===== src/rtl/color_recipe_sequencer.sv =====
// Colour recipe sequencer: looks up per-colorant round counts and walks the carriage R->Y->B,
// dispensing at each station, then homes. Optional CUSTOM_RECIPE_EN adds a user recipe on color_id 15.
module color_recipe_sequencer #(
  parameter int DEPTH      = 6,
  parameter int MOVE_TICKS = 2
) (
  input  logic       clk_cnt,
  input  logic       rst,
  input  logic       req,
  input  logic [3:0] color_id,
`ifdef CUSTOM_RECIPE_EN
  input  logic [3:0] cust_r,
  input  logic [3:0] cust_y,
  input  logic [3:0] cust_b,
`endif
  output logic       en_r,
  output logic       en_y,
  output logic       en_b,
  output logic       carriage_en,
  output logic       carriage_dir,
  output logic [1:0] station,
  output logic       busy,
  output logic       done,
  output logic       err,
  output logic [2:0] dbg_state
);

  // Phase counter must hold 15 rounds x DEPTH and the longer home move.
  localparam int TW = $clog2(15 * DEPTH + 2 * MOVE_TICKS + 1);
  localparam logic [TW-1:0] DEPTH_W   = TW'(DEPTH);
  localparam logic [TW-1:0] MOVE_LAST = TW'(MOVE_TICKS - 1);
  localparam logic [TW-1:0] HOME_LAST = TW'(2 * MOVE_TICKS - 1);

  typedef enum logic [2:0] {
    S_IDLE = 3'd0,
    S_LOAD = 3'd1,
    S_DROP = 3'd2,
    S_MOVE = 3'd3,
    S_HOME = 3'd4,
    S_DONE = 3'd5
  } state_t;

  state_t          r_state;
  logic [3:0]      r_cnt_r, r_cnt_y, r_cnt_b;
  logic [TW-1:0]   r_tick;
  logic [1:0]      r_station;
  logic            r_en_r, r_en_y, r_en_b;
  logic            r_car_en, r_car_dir;
  logic            r_busy, r_done, r_err;

  logic            w_rec_valid;
  logic [3:0]      w_rec_r, w_rec_y, w_rec_b;
  logic [1:0]      w_next_st;
  logic [3:0]      w_next_cnt;

  always_comb begin
    w_rec_valid = 1'b1;
    w_rec_r     = 4'd0;
    w_rec_y     = 4'd0;
    w_rec_b     = 4'd0;
    case (color_id)
      4'd0: {w_rec_r, w_rec_y, w_rec_b} = {4'd2, 4'd4, 4'd7};
      4'd1: {w_rec_r, w_rec_y, w_rec_b} = {4'd5, 4'd0, 4'd0};
      4'd2: {w_rec_r, w_rec_y, w_rec_b} = {4'd0, 4'd5, 4'd0};
      4'd3: {w_rec_r, w_rec_y, w_rec_b} = {4'd0, 4'd0, 4'd5};
      4'd4: {w_rec_r, w_rec_y, w_rec_b} = {4'd3, 4'd3, 4'd0};
      4'd5: {w_rec_r, w_rec_y, w_rec_b} = {4'd0, 4'd3, 4'd3};
      4'd6: {w_rec_r, w_rec_y, w_rec_b} = {4'd3, 4'd0, 4'd3};
      4'd7: {w_rec_r, w_rec_y, w_rec_b} = {4'd2, 4'd2, 4'd2};
`ifdef CUSTOM_RECIPE_EN
      4'd15: begin
        {w_rec_r, w_rec_y, w_rec_b} = {cust_r, cust_y, cust_b};
        w_rec_valid = |{cust_r, cust_y, cust_b};
      end
`endif
      default: w_rec_valid = 1'b0;
    endcase
  end

  // Station the carriage arrives at when the current hop finishes, and its count.
  always_comb begin
    w_next_st = r_station + 2'd1;
    case (w_next_st)
      2'd1:    w_next_cnt = r_cnt_y;
      2'd2:    w_next_cnt = r_cnt_b;
      default: w_next_cnt = r_cnt_r;
    endcase
  end

  function automatic logic [TW-1:0] drop_last(input logic [3:0] c);
    return (TW'(c) * DEPTH_W) - TW'(1);
  endfunction

  // Outputs are registered and always set together with the state they belong to.
  always_ff @(posedge clk_cnt or posedge rst) begin
    if (rst) begin
      r_state   <= S_IDLE;
      r_cnt_r   <= 4'd0;
      r_cnt_y   <= 4'd0;
      r_cnt_b   <= 4'd0;
      r_tick    <= '0;
      r_station <= 2'd0;
      r_en_r    <= 1'b0;
      r_en_y    <= 1'b0;
      r_en_b    <= 1'b0;
      r_car_en  <= 1'b0;
      r_car_dir <= 1'b0;
      r_busy    <= 1'b0;
      r_done    <= 1'b0;
      r_err     <= 1'b0;
    end else begin
      r_done <= 1'b0;
      r_err  <= 1'b0;
      case (r_state)
        S_IDLE: begin
          if (req) begin
            if (w_rec_valid) begin
              r_cnt_r   <= w_rec_r;
              r_cnt_y   <= w_rec_y;
              r_cnt_b   <= w_rec_b;
              r_station <= 2'd0;
              r_busy    <= 1'b1;
              r_state   <= S_LOAD;
            end else begin
              r_err <= 1'b1;
            end
          end
        end
        S_LOAD: begin
          if (r_cnt_r != 4'd0) begin
            r_state <= S_DROP;
            r_en_r  <= 1'b1;
            r_tick  <= drop_last(r_cnt_r);
          end else begin
            r_state   <= S_MOVE;
            r_car_en  <= 1'b1;
            r_car_dir <= 1'b0;
            r_tick    <= MOVE_LAST;
          end
        end
        S_DROP: begin
          if (r_tick == '0) begin
            r_en_r   <= 1'b0;
            r_en_y   <= 1'b0;
            r_en_b   <= 1'b0;
            r_car_en <= 1'b1;
            if (r_station == 2'd2) begin
              r_state   <= S_HOME;
              r_car_dir <= 1'b1;
              r_tick    <= HOME_LAST;
            end else begin
              r_state   <= S_MOVE;
              r_car_dir <= 1'b0;
              r_tick    <= MOVE_LAST;
            end
          end else begin
            r_tick <= r_tick - TW'(1);
          end
        end
        S_MOVE: begin
          if (r_tick == '0) begin
            r_station <= w_next_st;
            if (w_next_cnt != 4'd0) begin
              r_state  <= S_DROP;
              r_car_en <= 1'b0;
              r_en_y   <= (w_next_st == 2'd1);
              r_en_b   <= (w_next_st == 2'd2);
              r_tick   <= drop_last(w_next_cnt);
            end else if (w_next_st == 2'd2) begin
              r_state   <= S_HOME;
              r_car_dir <= 1'b1;
              r_tick    <= HOME_LAST;
            end else begin
              r_tick <= MOVE_LAST;
            end
          end else begin
            r_tick <= r_tick - TW'(1);
          end
        end
        S_HOME: begin
          if (r_tick == '0) begin
            r_car_en  <= 1'b0;
            r_car_dir <= 1'b0;
            r_station <= 2'd0;
            r_done    <= 1'b1;
            r_state   <= S_DONE;
          end else begin
            r_tick <= r_tick - TW'(1);
          end
        end
        S_DONE: begin
          r_busy  <= 1'b0;
          r_state <= S_IDLE;
        end
        default: r_state <= S_IDLE;
      endcase
    end
  end

  assign en_r         = r_en_r;
  assign en_y         = r_en_y;
  assign en_b         = r_en_b;
  assign carriage_en  = r_car_en;
  assign carriage_dir = r_car_dir;
  assign station      = r_station;
  assign busy         = r_busy;
  assign done         = r_done;
  assign err          = r_err;
  assign dbg_state    = r_state;

endmodule


===== config.mk =====
export PLATFORM = sky130hd
export DESIGN_NAME = color_recipe_sequencer
export DESIGN_NICKNAME = d
export VERILOG_FILES = /design/src/rtl/color_recipe_sequencer.sv
export SDC_FILE = /design/constraint.sdc
export NUM_CORES = 1
export LEC_CHECK = 0
export ABC_AREA = 1
export CELL_PAD_IN_SITES_DETAIL_PLACEMENT = 1
export CELL_PAD_IN_SITES_GLOBAL_PLACEMENT = 1
export CORE_AREA = 2 2 81 75
export DETAILED_ROUTE_END_ITERATION = 8
export DIE_AREA = 0 0 83 77
export GPL_TIMING_DRIVEN = 0
export PLACE_DENSITY_LB_ADDON = 0.1
export SKIP_CTS_REPAIR_TIMING = 1
export SYNTH_ARGS = -nofsm -noshare
export SYNTH_HDL_FRONTEND = slang
export SYNTH_SLANG_ARGS = --single-unit

===== constraint.sdc =====
create_clock -name clk_cnt -period 2.75 [get_ports clk_cnt]
set_input_delay 0.55 -clock clk_cnt [delete_from_list [all_inputs] [get_ports clk_cnt]]
set_output_delay 0.55 -clock clk_cnt [all_outputs]
set_load 0.005 [all_outputs]

==> flow_summary.toml, run 1 <==
[run_status]
status = "finished, final reports clean"

[cts]
insertion_delay_ns = 0.28
cts_buffers = 5
cts_tree = "built"
cts_sinks = 29
htreeDepth = 2
clockBufferDepth = 2
clk_pin_slew_worst_paths_ns = 0.07
clock-root-buffer = "clkbuf_8"

[route]
drtPass1Iterations = 4
ant_nets = 0
routed_wl_um = 5454
wire_per_inst_um = 13.84
vias = 1924
dr.first_iter.drc_count = 89
drc = 0
vias_per_cell = 4.883

[synth]
avgSynthCellArea_um2 = 7.292
synth_top_area_cell = "dfrtp_1"
synth_area_um2 = 2166
synth_seq_cells = 29
netlist.area_leader.share_pct = 33.51
synth_seq_area_share_pct = 33.51
syn_nets = 318
yosysWarnings = 0
synth_cell_types = 33
syn_inst = 297
ys_async_sr_fraction_pct = 100.0
ys_top_cells_by_area = "dfrtp_1 (34%), nand2_1 (13%), ha_1 (6.9%)"
synth_edf_count = 0
ys_dominant_reg_cell = "dfrtp_1"

[critical_path]
cp-start-kind = "flip-flop"
startpoint = "station[1]"
path_class = "flip-flop to flip-flop"
ff2ff_path_depth = 12
cp.required_ns = 2.97
regToRegSetupSlack_ns = 0.29
endpoint_kind = "flip-flop"
cp.arrival_ns = 2.68
cp_max_fo = 7
rr_startpoint = "station[1]"
reg2reg_to = "r_tick[4]"

[floorplanning]
start_util_pct = 38.93
core_region_area_um2 = 5563
core.rowCount = 26
die_h_um = 77
die_w_um = 83
die-area_um2 = 6391
pin_count = 20

[global_route]
antenna_found_initial = 0
grt_max_degree = 30
grt_pass1_wl_um = 9466
grt_usage_pct = 18.40
use_met3_pct = 4.198
grt_pass1_vias = 2073
met1_usage_pct = 23.12
overflow = 0
grtUsageMet2_pct = 31.53
busiest_layer = "met2"

[sta]
fin_worst_skew_ns = 0.005112
setup_violations = 0
fmax_mhz = 407.2
whs_ns = 0.4852
hold_violations = 0
rsz0062_at_grt = "false"
fin_setup_tns_ns = 0
report.final.slew_viol_count = 0
layout_worst_path_cycle_share_pct = 89.31
slew_headroom_pct = 23.60
layout_min_cycle_time_ns = 2.456
tightest_slew_ns = 1.145

[pwr]
sequentialPowerShare_pct = 22.8
p_sw_share_pct = 51.06
p_leak_nw = 1.281
combPwrFrac_pct = 66.8
cell_internal_pwr_mw = 1.682
cellPowerDensity_nw_per_um2 = 1350
power.net_switching_mw = 1.755
irDropWorstVdd_mv = 0.5773
finalPower_mw = 3.437
p_clk_share_pct = 10.5

[run]
maxCapViolations = 0

[finish]
final_cell_mix = "nand2_1 (75), inv_1 (40), nor2_1 (31)"
final_common_cell = "nand2_1"
area_delta_synth_final_pct = 17.56
fin_nets = 345
layout-drive-gt1-share_pct = 12.96
fin_util_pct = 45.77
n_antenna_cell = 0

[min_path]
hold_end = "r_cnt_y[1]"
worstHoldStart = "r_cnt_y[1]"
min_path_type = "flip-flop to flip-flop"
whs_path_depth = 2

[placed_design]
portBuffers = 19
dp_hpwl_um = 4375
gp_congestion = 0.7920
-- flip-flops by register name, indices dropped and copies added (netlist names) --
name / count
en_r: 1
en_y: 1
station: 2
carriage_dir: 1
r_cnt_y: 3
dbg_state: 3
r_tick: 7
r_cnt_b: 3
done: 1
busy: 1
r_cnt_r: 3
en_b: 1
carriage_en: 1
err: 1
-- power by group through the flow --
stage	clock, mW	combinational (mW)	sequential [mW]
floorplan	0	1.70	0.758
global placement	0	2.23	0.786
detailed placement	0	2.28	0.792
CTS	0.370	2.29	0.786
global route	0.387	2.63	0.808
finish	0.359	2.30	0.782
-- cell type report --
class / count / area (um^2)
buffer: 1 / 7.507
clock buffer: 7 / 86.33
fill: 703 / 3017
inverter: 50 / 190.2
multi-input combinational: 217 / 1251
sequential: 29 / 725.7
tap: 70 / 87.58
timing repair buffer: 20 / 197.7
-- worst max-delay path, stage by stage (launching register included) --
cell and delay, ns:
dfrtp_1 0.40, inv_1 0.09, ha_2 0.24, nor2_4 0.18, nand2_1 0.10, nand2_1 0.17
nand2_1 0.09, fa_1 0.56, nand4_1 0.16, xor2_1 0.19, o21ai_1 0.11, nand2_1 0.06
nand2_1 0.06
-- worst max-delay path by stage --
| stage | cells past startpoint | endpoint | slack [ns] |
|---|---|---|---|
| after global placement | 13 | r_tick[6] | 0.22 |
| after global routing | 13 | r_tick[6] | 0.06 |
| after floorplan | 12 | r_tick[4] | 0.44 |
| after detailed placement | 12 | r_tick[4] | 0.20 |
| after CTS | 12 | r_tick[4] | 0.20 |
| final | 12 | r_tick[4] | 0.29 |
-- through the flow --
stage,worst slack (ns),std cells,area [um^2]
after global placement,0.2198,386,2444
after floorplan,0.4426,297,2166
after detailed placement,0.2026,386,2444
after CTS,0.1968,393,2530
final,0.2939,394,2546
after global routing,0.05502,394,2546
-- Yosys cell counts (all sizes together), types with 3 or more instances --
cell	instances
nand2	82
inv	50
nor2	36
dfrtp	29
nand3	24
o21ai	20
a21oi	12
ha	12
xor2	8
nor3	6
o211ai	4
o31ai	3
xnor2	3
-- per-layer routing --
layer / vias up / routed length (um)
met4: 0 / 57
met2: 18 / 2553
met3: 7 / 145
met5: - / 0
met1: 911 / 2698
li1: 988 / -
-- cells by family (layout without fill, tap and decap cells) --
family	Yosys count	count (layout)	share of synthesized area [%]
simple gates	150	150	32.29
xor+xnor	11	11	4.449
buf+inv	51	78	9.128
fa+ha+maj	14	14	8.781
compound gates	42	42	11.84
flops	29	29	33.51
No activity file was read; power rests on OpenSTA's default activity.
==> run 2: changes to the inputs <==
- GPL_TIMING_DRIVEN: 0 -> not set
- SLEW_MARGIN: not set -> 10
==> run 2 against run 1 <==
Combinational power is essentially flat. Utilization shrank 0.31 points. Critical path depth is the same. Worst hold slack gained 0.0028 ns. Sequential share of layout area grew 0.20 points. Clock skew grew 0.0036 ns. Power shrank 0.92%. Register-to-register slack is essentially flat. Die area is the same. Sequential cell count is the same. Clock power shrank 5%. Via count shrank 0.62%. Critical endpoint unchanged. Highest routed layer unchanged.
==> flow_summary.toml, run 2 (synthesis gave the netlist of run 1 again) <==
[finish]
fin_nets = 344
largest_register_ffs = 7
fillers = 717
final_cell_mix = "nand2_1 (75), inv_1 (40), nor2_1 (31)"
final_common_cell = "nand2_1"
regMostFlops = "r_tick"
instances_no_fill = 394
multiInputGateArea_um2 = 1247
regArea_um2 = 725.7
fin_util_pct = 45.46
n_antenna_cell = 0
area_delta_synth_final_pct = 16.75
layout-drive-gt1-share_pct = 12.04
final_area_um2 = 2529

[pwr]
p_leak_nw = 1.270
finalPower_mw = 3.405
sequentialPowerShare_pct = 23.0
combPwrFrac_pct = 67.0
p_clk_share_pct = 10.0
p_sw_share_pct = 51.51
cellPowerDensity_nw_per_um2 = 1347
irDropWorstVdd_mv = 0.5131
cell_internal_pwr_mw = 1.651
power.net_switching_mw = 1.754

[floorplanning]
start_util_pct = 38.93
core.rowCount = 26
die_h_um = 77
die_w_um = 83
core_region_area_um2 = 5563
pin_count = 20
die-area_um2 = 6391

[sta]
setup_violations = 0
slew_headroom_pct = 66.93
report.final.slew_viol_count = 0
fin_worst_skew_ns = 0.008679
layout_worst_path_cycle_share_pct = 89.43
hold_violations = 0
rsz0062_at_grt = "false"
layout_min_cycle_time_ns = 2.459
fmax_mhz = 406.6
fin_setup_tns_ns = 0
tightest_slew_ns = 0.4945

[global_route]
antenna_found_initial = 0
grt_pass1_vias = 2099
overflow = 0
grt_pass1_wl_um = 9963
grt_max_degree = 30
grt_usage_pct = 19.33

[route]
wl_met3_um = 146
vias_per_cell = 4.853
vias = 1912
routed_wl_um = 5642
wl_met1_um = 2771
dr.first_iter.drc_count = 42
ant_nets = 0
met2_wirelength_um = 2677
wire_per_inst_um = 14.32
drc = 0
maxUsedRoutingLayer = "met4"
drtPass1Iterations = 4

[cts]
clock-root-buffer = "clkbuf_8"
clk_pin_slew_worst_paths_ns = 0.07
clockBufferDepth = 2
cts_tree = "built"
insertion_delay_ns = 0.28
cts_sinks = 29
cts_buffers = 5
htreeDepth = 2

[critical_path]
cp-start-kind = "flip-flop"
path_class = "flip-flop to flip-flop"
critical_path.most_common_cell = "nand2_1"
slowest_stage = "fa_1"
endpoint_kind = "flip-flop"
cp.required_ns = 2.97
cp.arrival_ns = 2.68
max_stage_delay_ns = 0.56
cp_cell_sequence = "inv_1, ha_2, nor2_4, nand2_1, nand2_1, nand2_1, fa_1, nand4_1, xor2_1, o21ai_1, nand2_1, nand2_1"
cp_max_fo = 5

[min_path]
min_path_type = "flip-flop to flip-flop"

[placed_design]
dpl_cell_area_um2 = 2444
gp_congestion = 0.8349
dp.cells = 386
dp_hpwl_um = 4545
portBuffers = 19

[run_status]
status = "finished, final reports clean"

[run]
maxCapViolations = 0
[run 2: cell type report]
| type | instances | share of cell area, % |
|---|---|---|
| timing repair buffer | 20 | 7.818 |
| tap | 70 | 3.464 |
| inverter | 50 | 7.521 |
| clock buffer | 8 | 3.167 |
| sequential | 29 | 28.70 |
| multi-input combinational | 217 | 49.33 |
[run 2: routing by layer]
metal / vias up / GRT usage, %
met5: - / 0
met4: 0 / 4.754
met3: 7 / 3.552
met2: 18 / 32.82
met1: 900 / 25.45
li1: 987 / -
[run 2: power by group through the flow]
stage          clock network (mW)  logic (mW)  registers (mW)
2_1_floorplan                   0        1.70           0.758
5_1_grt                     0.377        2.65           0.813
4_1_cts                     0.352        2.30           0.788
6_report                    0.341        2.28           0.783
3_5_place_dp                    0        2.29           0.794
3_3_place_gp                    0        2.23           0.789
[run 2: worst paths after layout]
path,start,end,slack [ns],cells past startpoint
setup / recovery,station[0],r_tick[4],0.29,12
hold / removal,r_cnt_y[0],r_cnt_y[0],0.49,2
setup reg to reg,station[0],r_tick[4],0.29,12
hold reg to reg,r_cnt_y[0],r_cnt_y[0],0.49,2
max in group asynchronous,rst,station[0],1.79,3
min in group asynchronous,rst,busy,0.66,3
[run 2: per-stage QoR]
step,worst slack (ns),hold WS [ns]
final,0.2907,0.4881
after global routing,0.02773,0.5078
after CTS,0.2103,0.4930
after detailed placement,0.2238,0.4746
after global placement,0.3240,0.4697
after floorplan,0.4426,0.4487
[run 2: critical path: cells and delay by family, from the launching register on]
family,cells,cell delay (ns)
fa+ha+maj,2,0.80
simple gates,7,0.80
flops,1,0.38
buf+inv,1,0.10
compound gates,1,0.11
xor+xnor,1,0.19
